### src/rtl/hazard_scoreboard_pkg.sv
`default_nettype none
// ============================================================================
// Module  : hazard_scoreboard_pkg
// Brief   : Shared constants for the hazard scoreboard: special register
//           numbers, forward-select encodings and FSM state encodings.
// Revision: 1.0  initial release
// ============================================================================
package hazard_scoreboard_pkg;

  // Registers that a syscall reads implicitly (service number and argument)
  localparam int unsigned REG_V0 = 2;
  localparam int unsigned REG_A0 = 4;

  // E-stage ALU operand select encodings
  localparam logic [1:0] FWD_RF = 2'b00;
  localparam logic [1:0] FWD_W  = 2'b01;
  localparam logic [1:0] FWD_M  = 2'b10;

  // Hazard FSM state encodings
  typedef logic [1:0] state_t;
  localparam state_t ST_IDLE     = 2'd0;
  localparam state_t ST_SYS_WAIT = 2'd1;
  localparam state_t ST_JAL_HOLD = 2'd2;

endpackage
`default_nettype wire

### src/rtl/hazard_scoreboard_mdu_busy_counter.sv
`default_nettype none
// ============================================================================
// Module  : mdu_busy_counter
// Brief   : Countdown tracking an in-flight multiply/divide. A start loads
//           MDU_LAT-1 (also when already counting); the count then falls by
//           one per cycle until zero. busy is high while the count is nonzero.
// Revision: 1.0  initial release
// ============================================================================
module mdu_busy_counter #(
  parameter int MDU_LAT = 4
) (
  input  logic clk,
  input  logic rst,
  input  logic start,
  output logic busy
);

  // Four bits cover the whole legal latency range (2..15)
  localparam logic [3:0] LOAD_VAL = 4'(MDU_LAT - 1);

  logic [3:0] count;

  // Load on start, otherwise drain toward zero; stalls do not pause it
  always_ff @(posedge clk or posedge rst) begin
    if (rst) begin
      count <= 4'd0;
    end else if (start) begin
      count <= LOAD_VAL;
    end else if (count != 4'd0) begin
      count <= count - 4'd1;
    end
  end

  assign busy = (count != 4'd0);

endmodule
`default_nettype wire

### src/rtl/hazard_scoreboard.sv
`default_nettype none
// ============================================================================
// Module  : hazard_scoreboard
// Brief   : Hazard detection and forwarding control for a 5-stage pipeline:
//           E/D-stage bypass selects, load-use, branch, MDU-read, syscall and
//           JAL stalls, plus a saturating stall-cycle statistic.
// Revision: 1.0  initial release
// ============================================================================
module hazard_scoreboard #(
  parameter int REG_AW  = 5,
  parameter int MDU_LAT = 4,
  parameter int STAT_W  = 16
) (
  input  logic              clk,
  input  logic              rst,
  input  logic [REG_AW-1:0] rs_d,
  input  logic [REG_AW-1:0] rt_d,
  input  logic [REG_AW-1:0] rs_e,
  input  logic [REG_AW-1:0] rt_e,
  input  logic [REG_AW-1:0] write_reg_e,
  input  logic [REG_AW-1:0] write_reg_m,
  input  logic [REG_AW-1:0] write_reg_w,
  input  logic              sig_reg_write_e,
  input  logic              sig_reg_write_m,
  input  logic              sig_reg_write_w,
  input  logic              sig_mem_to_reg_e,
  input  logic              sig_mem_to_reg_m,
  input  logic              sig_branch_d,
  input  logic              sig_jr_d,
  input  logic              sig_syscall_d,
  input  logic              sig_jal_d,
  input  logic              sig_mdu_read_d,
  input  logic              sig_mdu_start_e,
  output logic              stall_f,
  output logic              stall_d,
  output logic              flush_e,
  output logic              forward_a_d,
  output logic              forward_b_d,
  output logic [1:0]        forward_a_e,
  output logic [1:0]        forward_b_e,
  output logic              mdu_busy,
  output logic [STAT_W-1:0] stall_cycles
);

  import hazard_scoreboard_pkg::*;

  localparam logic [REG_AW-1:0] ZERO_REG = '0;
  localparam logic [REG_AW-1:0] V0_REG   = REG_AW'(REG_V0);
  localparam logic [REG_AW-1:0] A0_REG   = REG_AW'(REG_A0);
  localparam logic [STAT_W-1:0] STAT_MAX = '1;

  state_t state;
  state_t state_next;

  logic lwstall;
  logic brstall;
  logic mdustall;
  logic sysstall;
  logic jalstall;
  logic other_stall;
  logic syspend;
  logic stall_any;
  logic e_hits_d;
  logic m_hits_d;

  // ---------------------------------------------------------------------------
  // Forwarding (purely combinational, independent of reset)
  // ---------------------------------------------------------------------------

  // E-stage operand selects: M result wins over W result
  always_comb begin
    forward_a_e = FWD_RF;
    if (rs_e != ZERO_REG && rs_e == write_reg_m && sig_reg_write_m)
      forward_a_e = FWD_M;
    else if (rs_e != ZERO_REG && rs_e == write_reg_w && sig_reg_write_w)
      forward_a_e = FWD_W;

    forward_b_e = FWD_RF;
    if (rt_e != ZERO_REG && rt_e == write_reg_m && sig_reg_write_m)
      forward_b_e = FWD_M;
    else if (rt_e != ZERO_REG && rt_e == write_reg_w && sig_reg_write_w)
      forward_b_e = FWD_W;
  end

  assign forward_a_d = (rs_d != ZERO_REG) && (rs_d == write_reg_m) && sig_reg_write_m;
  assign forward_b_d = (rt_d != ZERO_REG) && (rt_d == write_reg_m) && sig_reg_write_m;

  // ---------------------------------------------------------------------------
  // MDU busy tracking
  // ---------------------------------------------------------------------------
  mdu_busy_counter #(
    .MDU_LAT (MDU_LAT)
  ) u_mdu_busy_counter (
    .clk   (clk),
    .rst   (rst),
    .start (sig_mdu_start_e),
    .busy  (mdu_busy)
  );

  // ---------------------------------------------------------------------------
  // Stall terms
  // ---------------------------------------------------------------------------
  assign e_hits_d = (write_reg_e != ZERO_REG) &&
                    ((write_reg_e == rs_d) || (write_reg_e == rt_d));
  assign m_hits_d = (write_reg_m != ZERO_REG) &&
                    ((write_reg_m == rs_d) || (write_reg_m == rt_d));

  assign lwstall  = sig_mem_to_reg_e && e_hits_d;

  // A branch compares in D, so an E-stage result or an M-stage load cannot
  // be bypassed in time
  assign brstall  = (sig_branch_d || sig_jr_d) &&
                    ((sig_reg_write_e && e_hits_d) || (sig_mem_to_reg_m && m_hits_d));

  // The start cycle itself counts as busy for an mfhi/mflo behind it
  assign mdustall = sig_mdu_read_d && (mdu_busy || sig_mdu_start_e);

  // Syscall must see settled v0/a0 and a quiet MDU
  assign syspend  = (sig_reg_write_e && (write_reg_e == V0_REG || write_reg_e == A0_REG)) ||
                    (sig_reg_write_m && (write_reg_m == V0_REG || write_reg_m == A0_REG)) ||
                    (sig_reg_write_w && (write_reg_w == V0_REG || write_reg_w == A0_REG)) ||
                    mdu_busy;

  assign sysstall    = sig_syscall_d && syspend &&
                       (state == ST_IDLE || state == ST_SYS_WAIT);
  assign other_stall = lwstall | brstall | mdustall | sysstall;

  // A JAL takes its single bubble only when nothing else is already stalling
  assign jalstall    = sig_jal_d && (state == ST_IDLE) && !other_stall;

  assign stall_any = other_stall | jalstall;
  assign stall_f   = stall_any;
  assign stall_d   = stall_any;
  assign flush_e   = stall_any;

  // ---------------------------------------------------------------------------
  // Hazard FSM
  // ---------------------------------------------------------------------------

  // Next-state selection; syscall takes priority over JAL out of IDLE
  always_comb begin
    state_next = state;
    case (state)
      ST_IDLE: begin
        if (sig_syscall_d && syspend)
          state_next = ST_SYS_WAIT;
        else if (jalstall)
          state_next = ST_JAL_HOLD;
      end
      ST_SYS_WAIT: begin
        if (!syspend)
          state_next = ST_IDLE;
      end
      ST_JAL_HOLD: begin
        state_next = ST_IDLE;
      end
      default: begin
        state_next = ST_IDLE;
      end
    endcase
  end

  // State register, forced to IDLE the moment reset asserts
  always_ff @(posedge clk or posedge rst) begin
    if (rst)
      state <= ST_IDLE;
    else
      state <= state_next;
  end

  // ---------------------------------------------------------------------------
  // Stall statistics
  // ---------------------------------------------------------------------------

  // Count stalled cycles, sticking at all-ones
  always_ff @(posedge clk or posedge rst) begin
    if (rst)
      stall_cycles <= '0;
    else if (stall_d && stall_cycles != STAT_MAX)
      stall_cycles <= stall_cycles + STAT_W'(1);
  end

endmodule
`default_nettype wire

### config.mk
export PLATFORM = sky130hd
export DESIGN_NAME = hazard_scoreboard
export DESIGN_NICKNAME = d
export VERILOG_FILES = /design/src/rtl/hazard_scoreboard_pkg.sv /design/src/rtl/hazard_scoreboard_mdu_busy_counter.sv /design/src/rtl/hazard_scoreboard.sv
export SDC_FILE = /design/constraint.sdc
export NUM_CORES = 1
export LEC_CHECK = 0
export ABC_CLOCK_PERIOD_IN_PS = 2500
export CAP_MARGIN = 20
export CORE_MARGIN = 2
export CORE_UTILIZATION = 39
export DETAILED_ROUTE_END_ITERATION = 8
export GPL_TIMING_DRIVEN = 0
export PLACE_DENSITY = 0.84
export SETUP_SLACK_MARGIN = 0.3
export SYNTH_ARGS = -nofsm -noshare
export SYNTH_HDL_FRONTEND = slang
export SYNTH_SLANG_ARGS = --single-unit
### constraint.sdc
create_clock -name clk -period 2.5 [get_ports clk]
set_input_delay 0.5 -clock clk [delete_from_list [all_inputs] [get_ports clk]]
set_output_delay 0.5 -clock clk [all_outputs]
set_load 0.02 [all_outputs]
; Word-level counts from Yosys, hierarchy flattened
; Cells that the tools add are included.
; Widths: inputs -> output; s select.
[totals]
in_bits = 48
regBits = 22
elab_cells = 89
out_inout_bits = 26
[classes]
n_reduce_logical = 50
n_mux = 10
addsub = 2
bitwise = 4
n_eq_ne = 20
[ops]
columns = operator, count
row1 = $eq 5x5->1, 10
row2 = $reduce_bool 5->1, 6
row3 = $logic_and 1x1->1, 27
row4 = $add 16x1->16 const B, 1
row5 = $ne 16x16->1 const B, 1
row6 = $eq 5x2->1 const B, 3
row7 = $eq 5x3->1 const B, 3
row8 = $logic_or 1x1->1, 12
row9 = $mux 2, 5
row10 = $mux 4, 2
row11 = $or 1x1->1, 4
row12 = $pmux 2 s2, 1
row13 = $reduce_bool 4->1, 1
row14 = $sub 4x1->4 const B, 1
row15 = $ne 3x3->1 const B, 1
row16 = $eq 2x1->1 const B, 1
row17 = $logic_not 2->1, 1
row18 = $mux 1, 2
row19 = $ne 2x2->1 const B, 1
row20 = $reduce_and 2->1, 1
row21 = $reduce_bool 2->1, 1
row22 = $logic_not 1->1, 1

; Depth between registers and ports, before layout
[logic_depth]
depth_word = 14
ltp_mapped = 11
mapped_depth_nobuf = 9

; By module
; Synthesis repeated with hierarchy kept, for this count alone.
[unflattened]
cells_unflattened = 189
hier_area_um2 = 1794.2
[modules_own_cells]
columns = module, area_each_um2, cells_each, instances, seq_area_each_um2
row1 = hazard_scoreboard, 1552.7, 166, 1, 450.4
row2 = mdu_busy_counter, 241.5, 23, 1, 100.1

; Worst setup path before layout
; OpenSTA, ideal clock, no wires.
[synth_timing]
path_kind = input-to-output
startpoint = in rs_e[1]
endpoint = out forward_a_e[0]
t_arrival_ps = 2007
path_slack_ps = -7
path_buffers = 0
path_stages = 4
required_ps = 2000
cell_sequence = or4_1 -> nor2_1 -> nor4_1 -> nor4_1
[synth_via]
elab_chain_cells = 5
elab_cells_between_ends = 9
classes_between = 2 x eq/ne / 2 x mux / 5 x reduce/logical
[synth_lines]
columns = element, line_no
row1 = start: declaration, hazard_scoreboard.sv:18  ; input logic [REG_AW-1:0] rs_e,
row2 = $eq 5x5->1 or $reduce_bool 5->1 (tied branches), "hazard_scoreboard.sv:75, hazard_scoreboard.sv:73"
row3 = $logic_and 1x1->1 (2 in series), hazard_scoreboard.sv:75  ; else if (rs_e != ZERO_REG && rs_e == write_reg_w && sig_reg_write_w)
row4 = $mux 1, hazard_scoreboard.sv:75
row5 = $mux 2 (*), hazard_scoreboard.sv:73  ; if (rs_e != ZERO_REG && rs_e == write_reg_m && sig_reg_write_m)
row6 = end: declaration, hazard_scoreboard.sv:39  ; output logic [1:0] forward_a_e,
; Every way passes the cells marked *; elsewhere a longest branch is shown, timed or not.

; Final worst setup path
[layout_timing]
startpoint = reg u_mdu_busy_counter.count[1]
endpoint = out stall_d
[layout_via]
elab_chain_cells = 8
elab_cells_between_ends = 11
classes_between = 3 x bitwise / 8 x reduce/logical
[layout_lines]
columns = element, line_no
row1 = start: declaration, hazard_scoreboard_mdu_busy_counter.sv:21  ; logic [3:0] count;
row2 = start signal: assignment, hazard_scoreboard_mdu_busy_counter.sv:30  ; count <= count - 4'd1;
row3 = $reduce_bool 4->1 (*), hazard_scoreboard_mdu_busy_counter.sv:34  ; assign busy = (count != 4'd0);
row4 = "$logic_or 1x1->1, on equally long branches", "hazard_scoreboard.sv:116, hazard_scoreboard.sv:121"
row5 = "$logic_and 1x1->1, on equally long branches", "hazard_scoreboard.sv:116, hazard_scoreboard.sv:124"
row6 = $or 1x1->1 or $logic_and 1x1->1 (tied branches), "hazard_scoreboard.sv:126, hazard_scoreboard.sv:124"
row7 = $or 1x1->1 (*), hazard_scoreboard.sv:126  ; assign other_stall = lwstall | brstall | mdustall | sysstall;
row8 = $logic_not 1->1, hazard_scoreboard.sv:129  ; assign jalstall = sig_jal_d && (state == ST_IDLE) && !other_stall;
row9 = $logic_and 1x1->1, hazard_scoreboard.sv:129
row10 = $or 1x1->1 (*), hazard_scoreboard.sv:131  ; assign stall_any = other_stall | jalstall;
row11 = end: declaration, hazard_scoreboard.sv:35  ; output logic stall_d,
; Marks and branches as above.

==> qor.txt <==
run status - complete, but fails checks
violations in the final reports - negative setup slack
portion of total power attributed to combinational logic - 0.517
synth warn - 0
most common flop cell mapped by yosys - dfrtp_1
synthesized area per cell - 9.20 um2
overflow left after global routing - 0
setup repair after global routing missed its margin - true
dominant cell type by area after synthesis - dfrtp_1
count of flip-flops with a built-in enable after synthesis - 0
post-layout net count - 341
Die Span Y - 71.6 um
CTS tree - yes
launching element of the worst setup path - u_mdu_busy_counter.count[1]$_DFFE_PP0N_
Final Routed Wirelength - 5520 um
row count - 24
sequential cell area - 551 um2
worst r2r src - u_mdu_busy_counter.count[1]$_DFFE_PP0N_
cell with the largest stage delay on the worst path - dfrtp_1
Routed WL per cell - 16.2 um
part of the power in registers - 0.339
clock latency on the worst-skew pair - 260 ps
HPWL after detailed placement - 3610 um
starting utilization of the core area - 0.407
Die Wd - 71.6 um
first-pass iteration count of the detailed router - 4
type of element capturing the critical path - output pin
final count of negative-setup-slack endpoints - 4
Crit Path Class - register to output pin
pin count of the biggest net entering global routing - 23
post-synthesis instance total - 194
adder and majority gate portion of the synthesized area - 0.0140
area used by multi-input combinational logic - 1450 um2
largest family of logic cells by synthesized area - XOR/XNOR gates
clock transition at the registers of the reported paths - 70 ps
Hold Path Class - register to register
share of the synthesized area in the top cell type - 0.309
Net Switching - 562 uW
dpl cell area - 2590 um2
internal cell power - 954 uW
final worst hold slack - 484 ps
Worst Max-Slew Pin Slew - 877 ps
post-detailed-route via-to-cell ratio - 5.31
hold path start - stall_cycles[5]$_DFFE_PP0P_
Final Instance Area - 3040 um2
total number of vias - 1811
simple-gate share of the synthesized area - 0.266
vias in the first global route - 1784
Antenna Diode Count - 0
wire length of the first global-routing pass - 8220 um
Clock Sink Count - 22
biggest cell delay along the critical path - 400 ps
smallest setup slack after layout - -286 ps
number of max-slew violations in the final report - 0
Critical Path Source Type - register
clock root cell - clkbuf_8
Critical Path RT - 2000 ps
remaining antenna violation count - 0
worst-case headroom to the max-slew limit - 0.415
final count of hold timing violations - 0
cts bufs inserted - 3
Layout Area Growth over Synthesis - 70.4%
highest clock rate - 359 MHz
Async SR Flop Fraction - 1.00
number of distinct standard cells referenced by the synthesized netlist - 44
CP top delay family - buffers and inverters
I/O pin count - 74
floorplan die area - 5130 um2
switching power share of the total - 0.371
peak supply drop - 0.424 mV
Final Cycle Share - 1.11
cell types with the largest area share after synthesis - dfrtp_1, xnor2_1, xor2_1
clock skew after layout - 1.32 ps
clock share of power - 0.144
level count of the clock H-tree - 1
Syn Std Cell Area - 1780 um2
data arrival time of the critical path - 2290 ps
violation count after the first detailed-routing iteration - 55
Seq cells post-synth - 22
Max FO, Critical Path - 5
Std-Cell Core Area - 4380 um2
Synth Area in Compound Gates - 0.0750
top post-synthesis cells by count - xnor2_1, dfrtp_1, nand3_1, xor2_1, nand2_1
most numerous cell in the Yosys netlist - xnor2_1
number of max-cap violations - 0
count of unresolved DRC violations after routing - 0
total of fill cells in the finished design - 317
sum of buffers and inverters on the critical path - 5
chain of cells forming the critical path - inv_2 > ha_4 > or3b_4 > buf_8 > a21oi_4 > o211a_1 > o31a_4 > nand3_4 > buf_8 > buf_6 > buf_6
GRT Util Overall - 0.197
post-synthesis share of cell area spent on xor and xnor gates - 0.280
layout cells sized above 1 - 0.339
post-synthesis mux area share - 0.0168
final weighted congestion of routability-driven global placement - 0.879
min Tclk post-route - 2790 ps
sequential element share of the synthesized area - 0.309
clock buffer depth - 2
Buffers on Ports - 68
total power density per cell area - 498 nW/um2
cts hold-fix bufs - 0
antenna violations before repair - 0
post-synth net total - 244
static leakage - 0.00131 uW
-- cell type report --
cell class | instances | share of cell area
well taps | 52 | 0.0214
clock buffers | 3 | 0.0136
repair buffers | 92 | 0.277
inverters | 4 | 0.00494
plain buffers | 9 | 0.0255
multi-input cells | 159 | 0.476
flip-flops and latches | 22 | 0.181
-- final timing paths --
kind / end / slack (ps) / cells past startpoint
max in group asynchronous: stall_cycles[0]$_DFFE_PP0P_ / 1240 / 2
setup / recovery: stall_d / -290 / 11
min in group asynchronous: u_mdu_busy_counter.count[3]$_DFFE_PP0N_ / 730 / 2
hold reg to reg: stall_cycles[5]$_DFFE_PP0P_ / 480 / 1
setup reg to reg: stall_cycles[14]$_DFFE_PP0P_ / -40 / 14
hold / removal: stall_cycles[5]$_DFFE_PP0P_ / 480 / 1
-- worst reg2reg max path, cell delays in order, from the launching register on --
cell,delay [ps]
dfrtp_1,400
inv_2,80
ha_4,130
or3b_4,370
buf_8,140
a21oi_4,110
o211a_1,190
o31a_4,160
nand3_4,80
buf_8,140
buf_4,120
buf_6,110
buf_12,140
a31oi_4,180
a41oi_2,50
-- kinds of logic after synthesis --
| group | after synthesis |
|---|---|
| and+or+nand+nor | 80 |
| xor gates and xnor gates | 57 |
| muxes | 2 |
| adders and majority gates | 2 |
| buffers and inverters | 13 |
| DFF | 22 |
| AOI/OAI and AO/OA | 18 |
-- metrics by stage --
stage	TNS, ps	utilization	cells	power, uW	setup WS, ps
finish	-819	0.693	341	1520	-286
global route	-1210	0.693	341	1590	-362
CTS	-696	0.648	333	1430	-258
global placement	-7110	0.590	314	1150	-981
floorplan	0	-	194	885	60.5
detailed placement	-7920	0.590	314	1170	-1040
-- layout by cell type (no fill, tap or decap), drive strengths merged, types with 2 or more instances in the layout --
cell type / Yosys / final
buf: 7 / 49
xnor2: 44 / 44
clkdlybuf4s50: 0 / 26
dlygate4sd2: 0 / 22
dfrtp: 22 / 22
nand3: 14 / 14
xor2: 13 / 13
nand2: 12 / 12
nand4: 10 / 10
nor2: 9 / 9
and3: 7 / 7
nor3: 5 / 5
o21ai: 5 / 5
clkbuf: 2 / 5
a21oi: 4 / 4
nor4: 4 / 4
inv: 4 / 4
or4: 4 / 4
nand2b: 3 / 3
and4: 2 / 2
mux2: 2 / 2
or3: 2 / 2
and2: 2 / 2
ha: 2 / 2
-- sequential cells by signal, indices dropped and copies added, names as in the netlist --
register	cells
state	2
u_mdu_busy_counter.count	4
stall_cycles	16
-- layer usage --
metal  up-vias  GRT usage  routed length, um
li1        879          -                  -
met2        49      0.350               2970
met4         0     0.0545                 94
met1       873      0.244               2230
met3        10     0.0338                224
met5         -          0                  0
-- repair_timing --
item	CTS	global route
buffers inserted	16	8
pin swaps	15	16
hold endpoints to repair	0	0
endpoints found under the setup margin	26	25
resized for setup	140	35
gates cloned	0	0
-- power by group through the flow --
stage | logic, uW | registers, uW | clock network (uW)
after floorplan | 317 | 567 | 0
after global placement | 646 | 508 | 0
after detailed placement | 660 | 514 | 0
after CTS | 701 | 506 | 222
after global routing | 831 | 525 | 236
final | 784 | 514 | 218
No activity file was read; power rests on OpenSTA's default activity.
